==> src/rtl/fp_round_pack_pkg.sv <==
// Shared constants and the R1 payload layout for the FP round/pack stage.
package fp_round_pack_pkg;

    // Flag bit positions within the 5-bit flags bus
    localparam int FLAG_DZ = 4;
    localparam int FLAG_NV = 3;
    localparam int FLAG_OF = 2;
    localparam int FLAG_UF = 1;
    localparam int FLAG_NX = 0;

    // Format and rounding-mode encodings
    localparam logic MODE_HALF   = 1'b0;
    localparam logic MODE_SINGLE = 1'b1;
    localparam logic RND_RNE     = 1'b0;
    localparam logic RND_RTZ     = 1'b1;

    // Exponent bias handling: everything arrives single-biased, half is
    // rebiased by subtracting 112 (127 - 15)
    localparam int BIAS_SINGLE      = 127;
    localparam int BIAS_HALF        = 15;
    localparam int BIAS_HALF_REBIAS = BIAS_SINGLE - BIAS_HALF;

    // Largest finite biased exponent per format
    localparam int E_MAX_SINGLE = 254;
    localparam int E_MAX_HALF   = 30;

    // Saturation patterns, sign bit excluded
    localparam logic [31:0] INF_SINGLE  = 32'h7F80_0000;
    localparam logic [31:0] MAXF_SINGLE = 32'h7F7F_FFFF;
    localparam logic [15:0] INF_HALF    = 16'h7C00;
    localparam logic [15:0] MAXF_HALF   = 16'h7BFF;

    // State carried from R1 (round decision) into R2 (fixup and pack)
    typedef struct packed {
        logic        sign;
        logic        mode_fp;
        logic        round_mode;
        logic        spec_override;
        logic [31:0] spec_result;
        logic [4:0]  spec_flags;
        logic [9:0]  exp;
        logic [24:0] rounded;
        logic        inexact;
    } r1_t;

    localparam int R1_W = $bits(r1_t);
    localparam int R2_W = 37;

endpackage

==> src/rtl/round_pipe_reg.sv <==
// One valid/ready pipeline register: loads on accept, holds while stalled,
// and allows accept and drain in the same cycle.
module round_pipe_reg #(
    parameter int DATA_W = 8
) (
    input  logic              clk,
    input  logic              rst,
    input  logic              in_valid,
    output logic              in_ready,
    input  logic [DATA_W-1:0] in_data,
    output logic              out_valid,
    input  logic              out_ready,
    output logic [DATA_W-1:0] out_data
);

    logic              vld_q;
    logic [DATA_W-1:0] data_q;

    assign in_ready  = !vld_q || out_ready;
    assign out_valid = vld_q;
    assign out_data  = data_q;

    // Capture on accept; drop valid when drained without a refill
    always_ff @(posedge clk) begin
        if (rst) begin
            vld_q  <= 1'b0;
            data_q <= '0;
        end else if (in_valid && in_ready) begin
            vld_q  <= 1'b1;
            data_q <= in_data;
        end else if (out_ready) begin
            vld_q  <= 1'b0;
        end
    end

endmodule

==> src/rtl/fp_round_pack.sv <==
// Rounding and packing stage of the FP multiplier: R1 makes the round
// decision, R2 applies carry/overflow/underflow fixup and packs the result.
module fp_round_pack (
    input  logic        clk,
    input  logic        rst,
    input  logic        valid_in,
    output logic        ready_out,
    input  logic        ready_in,
    output logic        valid_out,
    input  logic        mode_fp,
    input  logic        round_mode,
    input  logic        sign,
    input  logic [9:0]  exp_norm,
    input  logic [47:0] mant_norm,
    input  logic        spec_override,
    input  logic [31:0] spec_result,
    input  logic [4:0]  spec_flags,
    output logic [31:0] result,
    output logic [4:0]  flags
);

    import fp_round_pack_pkg::*;

    // Returns {keep + inc (25b, carry in [24]), inexact}
    function automatic logic [25:0] round_decide(input logic [47:0] mant,
                                                 input logic        mode,
                                                 input logic        rmode);
        logic [23:0] keep;
        logic        g;
        logic        s;
        logic        inc;
        logic [24:0] rounded;
        if (mode == MODE_SINGLE) begin
            keep = mant[46:23];
            g    = mant[22];
            s    = |mant[21:0];
        end else begin
            keep = {13'd0, mant[46:36]};
            g    = mant[35];
            s    = |mant[34:0];
        end
        inc     = (rmode == RND_RNE) ? (g & (s | keep[0])) : 1'b0;
        rounded = {1'b0, keep} + {24'd0, inc};
        return {rounded, g | s};
    endfunction

    // Returns {result, flags} after carry fixup, saturation and flush
    function automatic logic [36:0] pack_result(input r1_t d);
        logic signed [10:0] e_fmt;
        logic signed [10:0] e_adj;
        logic signed [10:0] e_max;
        logic               carry;
        logic [22:0]        frac;
        logic [31:0]        res;
        logic [4:0]         flg;
        res = '0;
        flg = '0;
        if (d.mode_fp == MODE_SINGLE) begin
            e_fmt = {d.exp[9], d.exp};
            carry = d.rounded[24];
            frac  = carry ? 23'd0 : d.rounded[22:0];
            e_max = 11'(E_MAX_SINGLE);
        end else begin
            e_fmt = {d.exp[9], d.exp} - 11'(BIAS_HALF_REBIAS);
            carry = d.rounded[11];
            frac  = carry ? 23'd0 : {13'd0, d.rounded[9:0]};
            e_max = 11'(E_MAX_HALF);
        end
        // A rounding carry renormalises to 1.0 and bumps the exponent
        e_adj = carry ? (e_fmt + 11'sd1) : e_fmt;

        if (d.spec_override) begin
            res = d.spec_result;
            flg = d.spec_flags;
        end else if (e_fmt <= 11'sd0) begin
            // No subnormal output: flush to signed zero
            res = (d.mode_fp == MODE_SINGLE) ? {d.sign, 31'd0}
                                             : {16'd0, d.sign, 15'd0};
            flg[FLAG_UF] = 1'b1;
            flg[FLAG_NX] = 1'b1;
        end else if (e_adj > e_max) begin
            // RNE saturates to infinity, RTZ to the largest finite value
            if (d.mode_fp == MODE_SINGLE)
                res = {d.sign, (d.round_mode == RND_RTZ) ? MAXF_SINGLE[30:0] : INF_SINGLE[30:0]};
            else
                res = {16'd0, d.sign, (d.round_mode == RND_RTZ) ? MAXF_HALF[14:0] : INF_HALF[14:0]};
            flg[FLAG_OF] = 1'b1;
            flg[FLAG_NX] = 1'b1;
        end else begin
            if (d.mode_fp == MODE_SINGLE)
                res = {d.sign, e_adj[7:0], frac};
            else
                res = {16'd0, d.sign, e_adj[4:0], frac[9:0]};
            flg[FLAG_NX] = d.inexact;
        end
        return {res, flg};
    endfunction

    r1_t             r1_d_p0;
    r1_t             r1_q_p1;
    logic            vld_p1;
    logic            r2_ready;
    logic [R2_W-1:0] r2_d_p1;
    logic [R2_W-1:0] r2_q_p2;
    logic [25:0]     rnd_p0;
    logic            unused_bits;

    // ---- stage R1: round decision on the incoming item ----
    // Assemble the R1 payload from the inputs and the round decision
    always_comb begin
        rnd_p0                = round_decide(mant_norm, mode_fp, round_mode);
        r1_d_p0               = '0;
        r1_d_p0.sign          = sign;
        r1_d_p0.mode_fp       = mode_fp;
        r1_d_p0.round_mode    = round_mode;
        r1_d_p0.spec_override = spec_override;
        r1_d_p0.spec_result   = spec_result;
        r1_d_p0.spec_flags    = spec_flags;
        r1_d_p0.exp           = exp_norm;
        r1_d_p0.rounded       = rnd_p0[25:1];
        r1_d_p0.inexact       = rnd_p0[0];
    end

    round_pipe_reg #(.DATA_W(R1_W)) u_r1 (
        .clk       (clk),
        .rst       (rst),
        .in_valid  (valid_in),
        .in_ready  (ready_out),
        .in_data   (r1_d_p0),
        .out_valid (vld_p1),
        .out_ready (r2_ready),
        .out_data  (r1_q_p1)
    );

    // ---- stage R2: fixup, saturation and packing ----
    // Compute the packed result from the registered round decision
    always_comb begin
        r2_d_p1 = pack_result(r1_q_p1);
    end

    round_pipe_reg #(.DATA_W(R2_W)) u_r2 (
        .clk       (clk),
        .rst       (rst),
        .in_valid  (vld_p1),
        .in_ready  (r2_ready),
        .in_data   (r2_d_p1),
        .out_valid (valid_out),
        .out_ready (ready_in),
        .out_data  (r2_q_p2)
    );

    assign result = r2_q_p2[36:5];
    assign flags  = r2_q_p2[4:0];

    // mant_norm[47] is always zero and the hidden bit needs no storage
    assign unused_bits = ^{mant_norm[47], r1_q_p1.rounded[23]};

endmodule

==> config.mk <==
export PLATFORM = sky130hd
export DESIGN_NAME = fp_round_pack
export DESIGN_NICKNAME = d
export VERILOG_FILES = /design/src/rtl/fp_round_pack_pkg.sv /design/src/rtl/round_pipe_reg.sv /design/src/rtl/fp_round_pack.sv
export SDC_FILE = /design/constraint.sdc
export NUM_CORES = 1
export LEC_CHECK = 0
export BUFFER_PORTS_ARGS = -buffer_cell sky130_fd_sc_hd__buf_2
export CAP_MARGIN = 40
export CORE_ASPECT_RATIO = 1.5
export CORE_MARGIN = 2
export CORE_UTILIZATION = 40
export CTS_BUF_LIST = sky130_fd_sc_hd__clkbuf_16
export DETAILED_ROUTE_END_ITERATION = 7
export SYNTH_ARGS = -nofsm -noshare
export SYNTH_HDL_FRONTEND = slang
export SYNTH_SLANG_ARGS = --single-unit
==> constraint.sdc <==
create_clock -name clk -period 3.9 [get_ports clk]
set_clock_uncertainty 0.15 [all_clocks]
set_input_delay 0.195 -clock clk [delete_from_list [all_inputs] [get_ports clk]]
set_output_delay 0.195 -clock clk [all_outputs]
set_load 0.05 [all_outputs]
==> qor.log, run 1 <==
qor: floorplanning.start_util 41.0%
qor: sta.rsz0062_at_grt no
qor: yosys.synth_edf_count 0
qor: global_route.grt_pass1_vias 6231
qor: global_route.grt_first_pass_wirelength 31100 microns
qor: run.maxCapViolCount 0
qor: yosys.dominantRegCellSynth sky130_fd_sc_hd__dfxtp_1
qor: worst_setup_path.critPathCaptureType register
qor: worst_setup_path.worst-endpoint-arrival 3740 ps
qor: clock_network.cts_tree done
qor: worst_setup_path.worstSetupStartpointType register
qor: sta.finalWorstPathRequiredPeriod 3610 ps
qor: worst_setup_path.path_cells mux2_4 -> and2_1 -> nand2_1 -> xnor2_1 -> ha_1 -> a21o_1 -> a21oi_1 -> a31oi_4 -> o31ai_4 -> nor4b_2 -> buf_4 -> a311o_1
qor: sta.drv_slew 0
qor: route.route.antenna.remaining_nets 0
qor: layout.drive_above_1_share 23.5%
qor: clock_network.cts.reportedPaths.clkPinSlew 50 ps
qor: sta.count_of_endpoints_failing_hold_in_the_final_timing_report 0
qor: route.dr_total_vias 6285
qor: sta.slew-limit-headroom 42.9%
qor: clock_network.cts_setup_buffers 0
qor: global_route.grt.met3_usage 3.69%
qor: yosys.synth_fp_nets 903
qor: global_route.grt_busiest_layer met2
qor: worst_setup_path.critPathKind reg -> reg
qor: power.cellPowerDensity 410 nW/um^2
qor: placed_design.finalWeightedCongestion 0.888
qor: layout.area_growth_syn_to_layout 32.3%
qor: layout.fill_cell_count 1512
qor: floorplanning.chipHeight 157 microns
qor: yosys.synth_async_sr_flop_share 0%
qor: placed_design.place.detailed.hpwl 13600 microns
qor: power.peakVddDrop 0.199 mV
qor: layout.diodes 0
qor: global_route.grt_start_max_net_pins 75
qor: route.first_iter_violations 278
qor: yosys.synth-seq-area-share 36.9%
qor: yosys.synth-seq-cells 115
qor: worst_hold_path.worst_hold_path_type in -> reg
qor: global_route.grt_overflow_total 0
qor: clock_network.cts.root.buffer_cell sky130_fd_sc_hd__clkbuf_16
qor: placed_design.place.detailed.instances 1094
qor: worst_setup_path.critPathSlowestCell sky130_fd_sc_hd__dfxtp_1
qor: layout.final_nets 1083
qor: sta.fin_crit_sh 92.4%
qor: sta.fmax 277 MHz
qor: worst_setup_path.timing.critical_path.slowest_cell_delay 750 ps
qor: route.drt_first_pass_iters 5
qor: sta.totalNegativeSetupSlack 0 ps
qor: worst_setup_path.critical_path_buf_inv_count 1
qor: status.run_status completed
qor: clock_network.clockBufferDepth 2
qor: worst_setup_path.path_max_fanout 18
qor: sta.whs 20.4 ps
qor: clock_network.worstSkewPairLatency 410 ps
qor: sta.measured_slew_at_the_worst_slew_check_pin 857 ps
qor: yosys.mapped_avg_cell_area 7.94 sq um
qor: yosys.synthesis.yosys.warnings 0
qor: global_route.grt_antenna_before_repair 0
qor: yosys.syn-cell-area 6240 sq um
qor: sta.report.final.setup_viol 0
qor: route.avgViaCountPerCell 5.34
qor: power.leakage 3.41 nW
qor: floorplanning.core.rowCount 55
qor: global_route.globalRouteMet2Util 44.4%
qor: worst_setup_path.delay_heaviest_family_cp compound AO/OA/AOI/OAI gates
qor: floorplanning.floorplan.die_area 16600 sq um
qor: floorplanning.die_width 106 microns
qor: route.post_route_wl 19400 microns
qor: layout.fin_cells 1176
qor: clock_network.cts-htree-levels 4
qor: route.drt_drc_violations_left 0
qor: global_route.grt_util_all_layers 23.9%
qor: global_route.grt_use_met1 26.5%
qor: route.detail_route.wl_per_cell 16.5 microns
qor: yosys.synth_cell_types 69
qor: worst_setup_path.cp.required 4040 ps
qor: floorplanning.top_level_ports 142
qor: clock_network.tritoncts.num_buffers 17
qor: floorplanning.core_box_area 15200 sq um
qor: placed_design.io_buffer_count 140
qor: yosys.synthCells 786
qor: clock_network.clock-sinks 115
-- tightest hold or removal path, delay by kind of cell --
family	cells	cell delay, ps
compound gates	1	130
xor+xnor	1	80
buf+inv	1	140
-- placed cells by master, fill, tap and decap left out, types with 14 or more instances in the layout --
cell type                       instances
sky130_fd_sc_hd__xnor2_1               16
sky130_fd_sc_hd__o21bai_1              18
sky130_fd_sc_hd__nand2_1              165
sky130_fd_sc_hd__nor2_1                48
sky130_fd_sc_hd__xor2_1                14
sky130_fd_sc_hd__a21oi_1              103
sky130_fd_sc_hd__ha_1                  14
sky130_fd_sc_hd__nand3_1               32
sky130_fd_sc_hd__dlygate4sd3_1         52
sky130_fd_sc_hd__buf_4                 24
sky130_fd_sc_hd__o21ai_0               15
sky130_fd_sc_hd__dfxtp_1              115
sky130_fd_sc_hd__buf_2                139
sky130_fd_sc_hd__clkbuf_16             17
-- cell families after synthesis --
family          share of synthesized area [%]
compound gates                           26.0
xor+xnor                                 4.21
flops                                    36.9
mux                                      2.77
fa+ha+maj                                2.81
simple gates                             22.8
buf+inv                                  4.57
-- where the power goes --
group          switching [W]  internal (W)
registers          0.0000476       0.00125
logic               0.000398      0.000243
clock network       0.000532      0.000918
-- state kept, by name (all words and copies together), names as in the netlist --
signal,flops
u_r1.out_data,76
u_r2.out_data,37
u_r2.out_valid,1
u_r1.out_valid,1
-- metrics by stage --
stage	total power, W	utilization [%]	setup WS [ps]	cell area [sq um]
after CTS	0.00340	54.3	200	8250
after global routing	0.00352	54.3	34.0	8250
after floorplan	0.00171	-	259	6240
after global placement	0.00191	47.1	242	7160
after detailed placement	0.00192	47.3	231	7190
final	0.00338	54.3	294	8250
-- layer usage --
metal | vias up | routed length (microns)
met5 | - | 0
met2 | 161 | 10300
met3 | 43 | 766
li1 | 3152 | -
met4 | 0 | 619
met1 | 2929 | 7810
-- layout make-up --
cell class                      count  area (sq um)  area share, %
Clock inverter                     13           121           1.47
Timing Repair Buffer              219          1470           17.8
Sequential cell                   115          2300           27.9
Inverter                            8          30.0          0.364
Clock buffer                       17           425           5.15
Multi-Input combinational cell    605          3660           44.3
Tap cell                          199           249           3.02
-- path summary, 6_finish.rpt --
path,startpoint,to,slack [ps],cells after the start
max,u_r1.out_data[75],u_r2.out_data[19],290,12
max reg2reg,u_r1.out_data[75],u_r2.out_data[19],290,12
min reg2reg,u_r1.out_data[10],u_r1.out_data[10],300,2
min,mant_norm[42],u_r1.out_data[20],20,3
-- synth_stat cells (7+ instances only) --
library cell               instances  share of area, %
sky130_fd_sc_hd__dfxtp_1         115                37
sky130_fd_sc_hd__nand3b_1          9               1.1
sky130_fd_sc_hd__a21boi_0         11               1.3
sky130_fd_sc_hd__nand2_1         166                10
sky130_fd_sc_hd__and3_1            7              0.70
sky130_fd_sc_hd__o21ai_0          15               1.2
sky130_fd_sc_hd__clkbuf_1         42               2.5
sky130_fd_sc_hd__o211ai_1         12               1.4
sky130_fd_sc_hd__nand3_1          32               2.6
sky130_fd_sc_hd__nor3_1           12              0.96
sky130_fd_sc_hd__inv_1             7              0.42
sky130_fd_sc_hd__a311oi_1          7              0.98
sky130_fd_sc_hd__a221oi_2         10               2.4
sky130_fd_sc_hd__nor2_1           48               2.9
sky130_fd_sc_hd__a31oi_1          11               1.1
sky130_fd_sc_hd__xor2_1           14               2.0
sky130_fd_sc_hd__ha_1             14               2.8
sky130_fd_sc_hd__a21oi_1         103               8.3
sky130_fd_sc_hd__xnor2_1          16               2.2
sky130_fd_sc_hd__a211oi_1         12               1.4
sky130_fd_sc_hd__mux2i_1          11               1.8
sky130_fd_sc_hd__nor4_1            9              0.90
sky130_fd_sc_hd__o21bai_1         18               2.2
-- timing repair --
action                                  CTS  global route
hold buffers                             52             0
resized for setup                         0             0
endpoints found under the hold margin    52             0
endpoints found under the setup margin    0             1
Power figures use the tool's default switching activity.
==> run 2, diff against run 1 <==
CTS_CLUSTER_SIZE = 20   (was unset)
SLEW_MARGIN = 10   (was unset)
clock period = 4.35 ns   (was 3.9 ns; I/O delays follow)
==> run 2 against run 1 <==
Net effect:
- setup slack improved by 240 ps
- sequential share of layout area increased by 0.051 points
- sequential power decreased by 10%
- worst hold slack improved by 4.2 ps
- critical path depth increased by 1
- flip-flop and latch count unchanged
==> qor.log, run 2 (synthesis results as in run 1) <==
qor: placed_design.io_buffer_count 140 [unchanged]
qor: clock_network.cts_tree done
qor: floorplanning.core.rowCount 55 [unchanged]
qor: global_route.grt_overflow_total 0 [unchanged]
qor: route.route.antenna.remaining_nets 0 [unchanged]
qor: sta.fmax 262 MHz [-5.6%]
qor: route.first_iter_violations 296 [+6.5%]
qor: layout.drive_above_1_share 23.4% [-0.19 points]
qor: worst_setup_path.worst-endpoint-arrival 4020 ps [+280 ps]
qor: worst_setup_path.path_cells ha_1 -> xnor2_1 -> o32ai_2 -> nand4_1 -> xnor2_1 -> ha_1 -> nand3_1 -> nor2_1 -> o211ai_1 -> o211ai_1 -> o21ai_2 -> nor4b_2 -> a311o_1
qor: power.netSwitchingPower 0.000901 W [-7.9%]
qor: layout.area_growth_syn_to_layout 32.0%
qor: sta.count_of_endpoints_failing_hold_in_the_final_timing_report 0 [unchanged]
qor: clock_network.clock-sinks 115 [unchanged]
qor: sta.finalWorstPathRequiredPeriod 3820 ps [+212 ps]
qor: sta.rsz0062_at_grt no
qor: sta.totalNegativeSetupSlack 0 ps [unchanged]
qor: placed_design.finalWeightedCongestion 0.877 [-1.3%]
qor: power.cell_int_power 0.00222 W [-7.8%]
qor: placed_design.place.detailed.instances 1087 [-0.64%]
qor: power.share_seq_of_total_power 37.1% [-1.1 points]
qor: sta.fin_crit_sh 87.8% [-4.7 points]
qor: power.clkPwrFrac 44.8% [+2.0 points]
qor: sta.report.final.setup_viol 0 [unchanged]
qor: global_route.grt_first_pass_wirelength 30800 microns [-0.91%]
qor: layout.post_layout_util 54.2% [-0.099 points]
qor: worst_setup_path.path_max_fanout 15 [-3]
qor: layout.layout_commonest_cell sky130_fd_sc_hd__nand2_1
qor: clock_network.post_cts_hold_buffer_count 52 [unchanged]
qor: worst_setup_path.critical_path_buf_inv_count 0 [-1]
qor: power.peakVddDrop 0.211 mV [+5.7%]
qor: global_route.grt_util_all_layers 23.6% [-0.29 points]
qor: worst_setup_path.critPathCaptureType register
qor: floorplanning.die_width 106 microns [unchanged]
qor: clock_network.cts.reportedPaths.clkPinSlew 60 ps [about the same]
qor: worst_hold_path.worst_hold_path_type in -> reg
qor: clock_network.clockBufferDepth 2 [unchanged]
qor: layout.fin_cells 1171 [-0.43%]
qor: route.post_route_wl 19300 microns [-0.83%]
qor: global_route.grt_pass1_vias 6145 [-1.4%]
qor: route.avgViaCountPerCell 5.43 [+1.5%]
qor: clock_network.cts-htree-levels 4 [unchanged]
qor: floorplanning.core_box_area 15200 sq um [unchanged]
qor: floorplanning.top_level_ports 142 [unchanged]
qor: sta.measured_slew_at_the_worst_slew_check_pin 839 ps [-17.4 ps]
qor: clock_network.worstSkewPairLatency 410 ps [about the same]
qor: floorplanning.floorplan.die_area 16600 sq um [unchanged]
qor: clock_network.cts_setup_buffers 0 [unchanged]
qor: clock_network.post_cts.resized_instances 0 [unchanged]
qor: floorplanning.start_util 41.0% [unchanged]
qor: route.drt_drc_violations_left 0 [unchanged]
qor: layout.largest_reg_flops 76 [unchanged]
qor: clock_network.cts.root.buffer_cell sky130_fd_sc_hd__clkbuf_16
qor: status.run_status completed
qor: route.detail_route.wl_per_cell 16.5 microns [-0.41%]
qor: worst_setup_path.delay_heaviest_family_cp compound AO/OA/AOI/OAI gates
qor: layout.mostFrequentLayoutCells 165 x sky130_fd_sc_hd__nand2_1, 139 x sky130_fd_sc_hd__buf_2, 115 x sky130_fd_sc_hd__dfxtp_1
qor: worst_setup_path.worstSetupStartpointType register
qor: power.leakage 3.39 nW [-0.31%]
qor: floorplanning.chipHeight 157 microns [unchanged]
qor: sta.drv_slew 0 [unchanged]
qor: sta.slew-limit-headroom 43.9% [+1.0 points]
qor: worst_setup_path.critPathKind reg -> reg
qor: power.power.share.switching 28.9% [about the same]
qor: clock_network.tritoncts.num_buffers 17 [unchanged]
qor: global_route.grt_antenna_before_repair 0 [unchanged]
qor: global_route.grt_start_max_net_pins 64 [-15%]
qor: worst_setup_path.timing.critical_path.slowest_cell_delay 540 ps [-210 ps]
qor: layout.final_nets 1076 [-0.65%]
qor: route.dr_total_vias 6353 [+1.1%]
qor: placed_design.place.detailed.hpwl 13700 microns [+0.83%]
qor: worst_setup_path.critPathSlowestCell sky130_fd_sc_hd__nor4b_2
qor: route.drt_first_pass_iters 5 [unchanged]
qor: power.combinationalPowerShare 18.0% [-1.0 points]
qor: layout.diodes 0 [unchanged]
qor: power.cellPowerDensity 379 nW/um^2 [-7.6%]
qor: run.maxCapViolCount 0 [unchanged]
qor: worst_setup_path.cp.required 4550 ps [+510 ps]
## run 2: path summary, 6_finish.rpt
path	from	to	slack (ps)	cells past startpoint
min	mant_norm[42]	u_r1.out_data[20]	20	3
max reg2reg	u_r1.out_data[31]	u_r2.out_data[17]	530	13
min reg2reg	u_r1.out_data[69]	u_r1.out_data[69]	300	2
max	u_r1.out_data[31]	u_r2.out_data[17]	530	13
## run 2: layout make-up
class                           count  area (sq um)
Multi-Input combinational cell    605          3660
Clock inverter                     15           168
Timing Repair Buffer              212          1410
Inverter                            8          30.0
Clock buffer                       17           425
Fill cell                        1490          6970
Tap cell                          199           249
Sequential cell                   115          2300
## run 2: tightest hold or removal path, stage by stage
cell	delay, ps
sky130_fd_sc_hd__buf_2	140
sky130_fd_sc_hd__xor2_1	80
sky130_fd_sc_hd__o21ai_0	120
## run 2: routing by layer
metal | global-route usage (%) | wire (microns) | vias to the layer above
met2 | 42.8 | 10200 | 184
li1 | - | - | 3153
met1 | 27.0 | 7730 | 2970
met5 | 0 | 0 | -
met4 | 10.7 | 640 | 0
met3 | 3.81 | 738 | 46
## run 2: per-stage QoR
step | worst slack (ps) | instance area (sq um) | hold WS, ps | total power (W)
6_report | 532 | 8240 | 24.6 | 0.00312
5_1_grt | 251 | 8240 | 57.4 | 0.00325
4_1_cts | 525 | 8240 | 25.8 | 0.00314
3_5_place_dp | 554 | 7130 | 295 | 0.00171
3_3_place_gp | 596 | 7080 | 290 | 0.00170
2_1_floorplan | 687 | 6240 | 185 | 0.00154
## run 2: power groups by stage
stage	registers (W)	clock network (W)	logic (W)
final	0.00116	0.00140	0.000563
after floorplan	0.00124	0	0.000298
after global placement	0.00118	0	0.000518
after global routing	0.00117	0.00146	0.000617
after CTS	0.00116	0.00142	0.000565
after detailed placement	0.00118	0	0.000527
